--- src/rtl/rv32ima_pkg.sv ---
// rv32ima_pkg
// Shared type definitions for the RV32IMA core.
// Holds the ALU op encodings, the M-extension operation encoding used by
// muldiv_unit, the muldiv_unit FSM state type, and small op-decode helpers.
// No ports (package).

package rv32ima_pkg;

    typedef enum logic [3:0] {
        ALU_ADD  = 4'd0,
        ALU_SUB  = 4'd1,
        ALU_SLL  = 4'd2,
        ALU_SLT  = 4'd3,
        ALU_SLTU = 4'd4,
        ALU_XOR  = 4'd5,
        ALU_SRL  = 4'd6,
        ALU_SRA  = 4'd7,
        ALU_OR   = 4'd8,
        ALU_AND  = 4'd9
    } alu_op_t;

    // Encoding follows the RV32M funct3 order, so bit 2 marks the divide
    // group and bit 1 within that group marks the remainder ops.
    typedef enum logic [2:0] {
        MUL    = 3'd0,
        MULH   = 3'd1,
        MULHSU = 3'd2,
        MULHU  = 3'd3,
        DIV    = 3'd4,
        DIVU   = 3'd5,
        REM    = 3'd6,
        REMU   = 3'd7
    } muldiv_op_t;

    typedef enum logic [1:0] {
        IDLE = 2'd0,
        CALC = 2'd1,
        FIX  = 2'd2,
        DONE = 2'd3
    } muldiv_state_t;

    function automatic logic op_is_div(muldiv_op_t op);
        return op[2];
    endfunction

    function automatic logic op_is_rem(muldiv_op_t op);
        return op[2] && op[1];
    endfunction

    // rs1 is treated as signed for MULH, MULHSU, DIV and REM.
    function automatic logic op_signed1(muldiv_op_t op);
        return op inside {MULH, MULHSU, DIV, REM};
    endfunction

    // rs2 is treated as signed for MULH, DIV and REM.
    function automatic logic op_signed2(muldiv_op_t op);
        return op inside {MULH, DIV, REM};
    endfunction

endpackage

--- src/rtl/muldiv_unit_if.sv ---
// muldiv_unit_if
// Request/response bundle between a requester and muldiv_unit.
//   flush      : requester -> unit, abort any operation in flight
//   req_valid  : requester -> unit, request present
//   req_ready  : unit -> requester, unit can accept a request
//   op         : requester -> unit, muldiv operation
//   in1 / in2  : requester -> unit, rs1 / rs2 operands
//   resp_valid : unit -> requester, result present
//   resp_ready : requester -> unit, consumer takes result
//   out        : unit -> requester, result
//   busy       : unit -> requester, unit not idle
// Modports: master (requester side), slave (unit side).

interface muldiv_unit_if #(
    parameter int XLEN = 32
);
    import rv32ima_pkg::*;

    logic            flush;
    logic            req_valid;
    logic            req_ready;
    muldiv_op_t      op;
    logic [XLEN-1:0] in1;
    logic [XLEN-1:0] in2;
    logic            resp_valid;
    logic            resp_ready;
    logic [XLEN-1:0] out;
    logic            busy;

    modport master (
        output flush, req_valid, op, in1, in2, resp_ready,
        input  req_ready, resp_valid, out, busy
    );

    modport slave (
        input  flush, req_valid, op, in1, in2, resp_ready,
        output req_ready, resp_valid, out, busy
    );

endinterface

--- src/rtl/muldiv_unit.sv ---
// muldiv_unit
// Iterative RV32M multiply/divide unit. One result bit is retired per cycle
// through a single XLEN+1-bit adder/subtractor: shift-add for multiplies,
// restoring division for divides. Operands are converted to magnitudes on
// accept and the sign is restored in a one-cycle FIX step. Divide-by-zero
// and signed overflow are resolved at accept and skip straight to DONE.
// Ports:
//   CLK  : clock
//   nRST : synchronous active-low reset
//   bus  : muldiv_unit_if slave (flush, request, response, busy)

module muldiv_unit
    import rv32ima_pkg::*;
#(
    parameter int XLEN = 32
) (
    input  logic         CLK,
    input  logic         nRST,
    muldiv_unit_if.slave bus
);

    localparam int CW = $clog2(XLEN) + 1;

    muldiv_state_t     state_q, state_d;
    muldiv_op_t        op_q, op_d;
    logic [XLEN-1:0]   a_q, a_d;
    logic [XLEN-1:0]   b_q, b_d;
    logic [XLEN-1:0]   res_q, res_d;
    logic [2*XLEN-1:0] acc_q, acc_d;
    logic              neg_q, neg_d;
    logic [CW-1:0]     cnt_q, cnt_d;

    logic              in1_neg, in2_neg, div_zero, div_ovf;
    logic [XLEN-1:0]   mag1, mag2;
    logic [XLEN:0]     add_x, add_y, add_cin, add_sum;
    logic              q_bit;
    logic [2*XLEN-1:0] fix_src, fix_val;

    // Decode the incoming request: operand signs under the op's signedness,
    // magnitudes, and the two divide cases that need no iteration.
    always_comb begin
        in1_neg  = op_signed1(bus.op) && bus.in1[XLEN-1];
        in2_neg  = op_signed2(bus.op) && bus.in2[XLEN-1];
        mag1     = in1_neg ? -bus.in1 : bus.in1;
        mag2     = in2_neg ? -bus.in2 : bus.in2;
        div_zero = op_is_div(bus.op) && (bus.in2 == '0);
        div_ovf  = op_is_div(bus.op) && op_signed2(bus.op)
                   && (bus.in1 == {1'b1, {(XLEN-1){1'b0}}})
                   && (bus.in2 == '1);
    end

    // The single shared adder. In divide mode it subtracts the divisor from
    // the shifted partial remainder; a clear top bit means the trial
    // subtraction fits and the quotient bit is 1. In multiply mode it adds
    // the multiplicand into the upper product half when the current
    // multiplier bit is set.
    always_comb begin
        if (op_is_div(op_q)) begin
            add_x   = {acc_q[XLEN-1:0], a_q[XLEN-1]};
            add_y   = ~{1'b0, b_q};
            add_cin = {{XLEN{1'b0}}, 1'b1};
        end else begin
            add_x   = {1'b0, acc_q[2*XLEN-1:XLEN]};
            add_y   = b_q[0] ? {1'b0, a_q} : '0;
            add_cin = '0;
        end
        add_sum = add_x + add_y + add_cin;
        q_bit   = ~add_sum[XLEN];
    end

    // Sign restoration: pick the raw magnitude result and negate it when the
    // latched result sign is set. The product is negated at full width so
    // the high half of a signed product comes out right.
    always_comb begin
        case (op_q)
            DIV, DIVU: fix_src = {{XLEN{1'b0}}, a_q};
            REM, REMU: fix_src = {{XLEN{1'b0}}, acc_q[XLEN-1:0]};
            default:   fix_src = acc_q;
        endcase
        fix_val = neg_q ? -fix_src : fix_src;
    end

    // Next-state and datapath update. Flush wins over everything else,
    // including an accept in the same cycle.
    always_comb begin
        state_d = state_q;
        op_d    = op_q;
        a_d     = a_q;
        b_d     = b_q;
        acc_d   = acc_q;
        neg_d   = neg_q;
        cnt_d   = cnt_q;
        res_d   = res_q;

        if (bus.flush) begin
            state_d = IDLE;
            res_d   = '0;
        end else begin
            unique case (state_q)
                IDLE: begin
                    if (bus.req_valid) begin
                        op_d  = bus.op;
                        a_d   = mag1;
                        b_d   = mag2;
                        acc_d = '0;
                        cnt_d = CW'(XLEN);
                        neg_d = op_is_rem(bus.op) ? in1_neg : (in1_neg ^ in2_neg);
                        if (div_zero) begin
                            res_d   = op_is_rem(bus.op) ? bus.in1 : '1;
                            state_d = DONE;
                        end else if (div_ovf) begin
                            res_d   = op_is_rem(bus.op) ? '0 : bus.in1;
                            state_d = DONE;
                        end else begin
                            state_d = CALC;
                        end
                    end
                end
                CALC: begin
                    cnt_d = cnt_q - CW'(1);
                    if (op_is_div(op_q)) begin
                        acc_d = {{(XLEN-1){1'b0}}, q_bit ? add_sum : add_x};
                        a_d   = {a_q[XLEN-2:0], q_bit};
                    end else begin
                        acc_d = {add_sum, acc_q[XLEN-1:1]};
                        b_d   = {1'b0, b_q[XLEN-1:1]};
                    end
                    if (cnt_q == CW'(1)) begin
                        state_d = FIX;
                    end
                end
                FIX: begin
                    res_d   = (op_q inside {MULH, MULHSU, MULHU})
                              ? fix_val[2*XLEN-1:XLEN] : fix_val[XLEN-1:0];
                    state_d = DONE;
                end
                DONE: begin
                    if (bus.resp_ready) begin
                        state_d = IDLE;
                    end
                end
                default: state_d = IDLE;
            endcase
        end
    end

    // State and datapath registers with synchronous reset that overrides
    // flush and any request.
    always_ff @(posedge CLK) begin
        if (!nRST) begin
            state_q <= IDLE;
            op_q    <= MUL;
            a_q     <= '0;
            b_q     <= '0;
            acc_q   <= '0;
            neg_q   <= 1'b0;
            cnt_q   <= '0;
            res_q   <= '0;
        end else begin
            state_q <= state_d;
            op_q    <= op_d;
            a_q     <= a_d;
            b_q     <= b_d;
            acc_q   <= acc_d;
            neg_q   <= neg_d;
            cnt_q   <= cnt_d;
            res_q   <= res_d;
        end
    end

    assign bus.req_ready  = (state_q == IDLE);
    assign bus.busy       = (state_q != IDLE);
    assign bus.resp_valid = (state_q == DONE);
    assign bus.out        = (state_q == DONE) ? res_q : '0;

endmodule

--- src/flat_wrapper.sv ---
// flat-port wrapper written by rule: the top's interface ports become plain ports
module muldiv_unit_flat import rv32ima_pkg::*;
#(
    parameter int XLEN = 32
)
  (CLK, nRST, bus_flush, bus_req_valid, bus_op, bus_in1, bus_in2, bus_resp_ready, bus_req_ready, bus_resp_valid, bus_out, bus_busy);
  muldiv_unit_if #(.XLEN(XLEN)) bus_i ();
  input  logic CLK;
  input  logic nRST;
  input wire logic [$bits(bus_i.flush)-1:0] bus_flush;
  input wire logic [$bits(bus_i.req_valid)-1:0] bus_req_valid;
  input wire logic [$bits(bus_i.op)-1:0] bus_op;
  input wire logic [$bits(bus_i.in1)-1:0] bus_in1;
  input wire logic [$bits(bus_i.in2)-1:0] bus_in2;
  input wire logic [$bits(bus_i.resp_ready)-1:0] bus_resp_ready;
  output wire logic [$bits(bus_i.req_ready)-1:0] bus_req_ready;
  output wire logic [$bits(bus_i.resp_valid)-1:0] bus_resp_valid;
  output wire logic [$bits(bus_i.out)-1:0] bus_out;
  output wire logic [$bits(bus_i.busy)-1:0] bus_busy;
  assign bus_i.flush = bus_flush;
  assign bus_i.req_valid = bus_req_valid;
  assign bus_i.op = bus_op;
  assign bus_i.in1 = bus_in1;
  assign bus_i.in2 = bus_in2;
  assign bus_i.resp_ready = bus_resp_ready;
  assign bus_req_ready = bus_i.req_ready;
  assign bus_resp_valid = bus_i.resp_valid;
  assign bus_out = bus_i.out;
  assign bus_busy = bus_i.busy;
  muldiv_unit #(.XLEN(XLEN)) u_core (.CLK(CLK), .nRST(nRST), .bus(bus_i));
endmodule
--- config.mk ---
export PLATFORM = sky130hd
export DESIGN_NAME = muldiv_unit_flat
export DESIGN_NICKNAME = d
export VERILOG_FILES = /design/src/rtl/rv32ima_pkg.sv /design/src/rtl/muldiv_unit_if.sv /design/src/rtl/muldiv_unit.sv /design/src/flat_wrapper.sv
export SDC_FILE = /design/constraint.sdc
export NUM_CORES = 1
export LEC_CHECK = 0
export CAP_MARGIN = 20
export CORE_MARGIN = 2
export CORE_UTILIZATION = 30
export CTS_CLUSTER_DIAMETER = 40
export DETAILED_ROUTE_END_ITERATION = 6
export SETUP_SLACK_MARGIN = 0.3
export SLEW_MARGIN = 0
export SYNTH_ARGS = -nofsm -noshare
export SYNTH_HDL_FRONTEND = slang
export SYNTH_SLANG_ARGS = --single-unit
--- constraint.sdc ---
create_clock -name CLK -period 5.1 [get_ports CLK]
set_input_delay 1.275 -clock CLK [delete_from_list [all_inputs] [get_ports CLK]]
set_output_delay 1.275 -clock CLK [all_outputs]
set_load 0.1 [all_outputs]
==> flow_metrics.env <==
export IMPL_fin_nets=2199
export IMPL_drive_above_1_share=0.0730
export IMPL_drv_slew=0
export IMPL_whs_ns=0.461
export IMPL_core_area_sq_um=48700
export IMPL_synth_area_sq_um=14800
export IMPL_syn_inst=2054
export IMPL_grt_total_usage=0.236
export IMPL_cts_made_buffers=17
export IMPL_cts_sinks=172
export IMPL_ir_worst_vdd_mv=0.178
export IMPL_period_needed_ns=4.51
export IMPL_setup_ws_ns=0.585
export IMPL_tns_ns=0
export IMPL_power_leakage_nw=6.43
export IMPL_grt_overflow=0
export IMPL_firstDrtPassIters=6
export IMPL_place_ws_ns=0.256
export IMPL_syn_area_per_cell_sq_um=7.19
export IMPL_postRouteAntennaNets=0
export IMPL_row_count=81
export IMPL_htree_levels=4
export IMPL_syn_num_nets=2170
export IMPL_fp_dieW_um=226
export IMPL_post_cts_buffers=0
export IMPL_grt_max_degree=84
export IMPL_yosysTopAreaCell="dfxtp_1"
export IMPL_clkSlewWorstSetupHoldPaths_ns=0.07
export IMPL_crit_arrival_ns=4.82
export IMPL_synth_area_leaders="dfxtp_1, o21ai_0, a21oi_1"
export IMPL_fin_skew_ns=0.0101
export IMPL_crit_fanout=78
export IMPL_route_detailed_drc=0
export IMPL_wl_um=60900
export IMPL_cts_tree="built"
export IMPL_grt_pass1_wl_um=91200
export IMPL_clock_latency_ns=0.46
export IMPL_powerDensity_nw_per_um2=223
export IMPL_hold_violations=0
export IMPL_criticalPathCategory="register to register"
export IMPL_worst_slew_pin_slew_ns=0.990
export IMPL_ys_seq_area_frac=0.233
export IMPL_rsz0062_at_grt="false"
export IMPL_layout_cell_area_non_filler_sq_um=17100
export IMPL_outcome="complete, no violations"
export IMPL_cp_end_kind="register"
export IMPL_place_area_sq_um=16500
export IMPL_io_buffers=106
export IMPL_ys_types=90
export IMPL_setup_viol=0
export IMPL_cp_start_kind="register"
export IMPL_hpwl_um=47300
export IMPL_hold_path_class="register to register"
export IMPL_ys_flop_type="dfxtp_1"
export IMPL_num_io_pins=107
export IMPL_start_util=0.303
export IMPL_relSlewSlack=0.338
export IMPL_drt_iter0_markers=1837
export IMPL_synth_top_area_frac=0.233
export IMPL_max_freq_ghz=0.221
export IMPL_num_vias=15800
export IMPL_routedWlPerCell_um=22.1
export IMPL_root_buffer="clkbuf_16"
export IMPL_async_reset_ff_frac=0
export IMPL_via_per_inst=5.72
export IMPL_place_congestion=0.973
export IMPL_yosys_warnings=0
export IMPL_synth_edf_count=0
export IMPL_fp_dieH_um=226
export IMPL_required_ns=5.41
export IMPL_antenna_found_initial=3
export IMPL_maxCapViolations=0
export IMPL_cts_path_max_buffers=2
export IMPL_fin_crit_sh=0.885
export IMPL_area_delta_synth_final_pct=16.0
export IMPL_dieArea_sq_um=51000
export IMPL_grt_pass1_vias=14400
export IMPL_total_power_mw=3.82
export IMPL_synth_seq_cells=172
logic make-up after synthesis:
kind of cell,share of synthesized area
AND/OR/NAND/NOR,0.259
adder cells (fa/ha/maj),0.0383
XOR/XNOR,0.0730
buffers and inverters,0.0492
flip-flops,0.233
multiplexers,0.0756
AO/OA/AOI/OAI,0.272
per-layer routing:
metal  track usage  up-vias  part of all wire
li1              -     7413                 -
met1         0.336     7577              0.46
met2         0.356      699              0.43
met3        0.0325      105             0.074
met4        0.0972        2             0.039
met5             0        -           0.00021
critical path, cell delays in order, from the launching register on:
cell and delay [ns]:
dfxtp_2 0.41, buf_16 0.32, nand2_1 0.09, nand2_1 0.10, inv_1 0.05, fa_1 0.43
fa_1 0.44, nor2b_1 0.21, o31a_1 0.20, o211ai_1 0.15, nand3_1 0.22, nand3_1 0.22
a211oi_4 0.39, o21a_1 0.22, or2_4 0.26, buf_4 0.32, mux2i_1 0.22, o21ai_0 0.09
registers in the layout, indices dropped and copies added (netlist names):
| register | flops |
|---|---|
| u_core.b_q | 32 |
| u_core.op_q | 3 |
| u_core.state_q | 2 |
| u_core.acc_q | 64 |
| u_core.cnt_q | 6 |
| u_core.neg_q | 1 |
| u_core.a_q | 32 |
| u_core.res_q | 32 |
cells in the mapped netlist (21+ instances only):
library cell,number
clkbuf_1,111
inv_1,31
xnor2_1,70
mux2i_1,73
a22oi_1,52
a21o_1,26
mux2_2,31
ha_1,42
xor2_1,53
nand3_1,53
nor2_1,178
a21boi_0,26
o31ai_1,21
nand2_1,237
nor2b_1,42
a21oi_1,194
dfxtp_1,172
nor4_1,21
and2_1,85
o21ai_0,201
nor3_1,52
where the power goes:
part	switching (mW)	total, mW	internal, mW
sequential	0.0677	1.46	1.39
combinational	0.639	0.993	0.354
clock	0.594	1.38	0.781
worst paths after layout:
kind	startpoint	endpoint	slack, ns	cells past startpoint
max	u_core.op_q[2]$_SDFFE_PN0P_	u_core.acc_q[16]$_SDFFE_PN0P_	0.59	17
min	u_core.res_q[0]$_SDFFE_PP0P_	u_core.res_q[0]$_SDFFE_PP0P_	0.46	1
max reg2reg	u_core.op_q[2]$_SDFFE_PN0P_	u_core.acc_q[16]$_SDFFE_PN0P_	0.59	17
min reg2reg	u_core.res_q[0]$_SDFFE_PP0P_	u_core.res_q[0]$_SDFFE_PP0P_	0.46	1
cell type report:
type | instances | area [sq um]
fill | 5170 | 31600
multi-input combinational | 1704 | 10600
sequential | 172 | 3440
timing repair buffer | 157 | 1500
tap | 664 | 831
clock buffer | 21 | 450
clock inverter | 11 | 144
inverter | 31 | 116
antenna | 1 | 2.50
cell usage in the layout, fill, tap and decap left out, drive strengths merged, types with 6 or more instances in the layout:
cell           count
nand2            238
o31ai             22
nand3             54
nand4             19
xnor2             70
ha                42
a2111oi            7
a31oi             15
clkbuf            21
a21oi            196
nor2b             42
o21ai            213
o21a              13
nor3              53
xor2              53
nor2             178
or4                9
nand2b            13
o41ai              6
a211oi            11
and2              87
a22oi             52
or3               21
a21o              26
dfxtp            172
clkdlybuf4s50    103
mux2i             74
and3              12
o211ai            16
nor4              22
o22ai             10
inv               30
buf               54
a21boi            26
mux2              31
what timing repair did:
item | 4_1_cts | 5_1_grt
setup endpoints to repair | 0 | 22
resized for setup | 0 | 3
hold buffers | 0 | 0
through the flow:
stage          utilization  instances
5_1_grt              0.351       2760
4_1_cts              0.351       2760
6_report             0.351       2761
2_1_floorplan            -       2054
3_5_place_dp         0.339       2728
3_3_place_gp         0.339       2728
No activity file was read; power rests on OpenSTA's default activity.
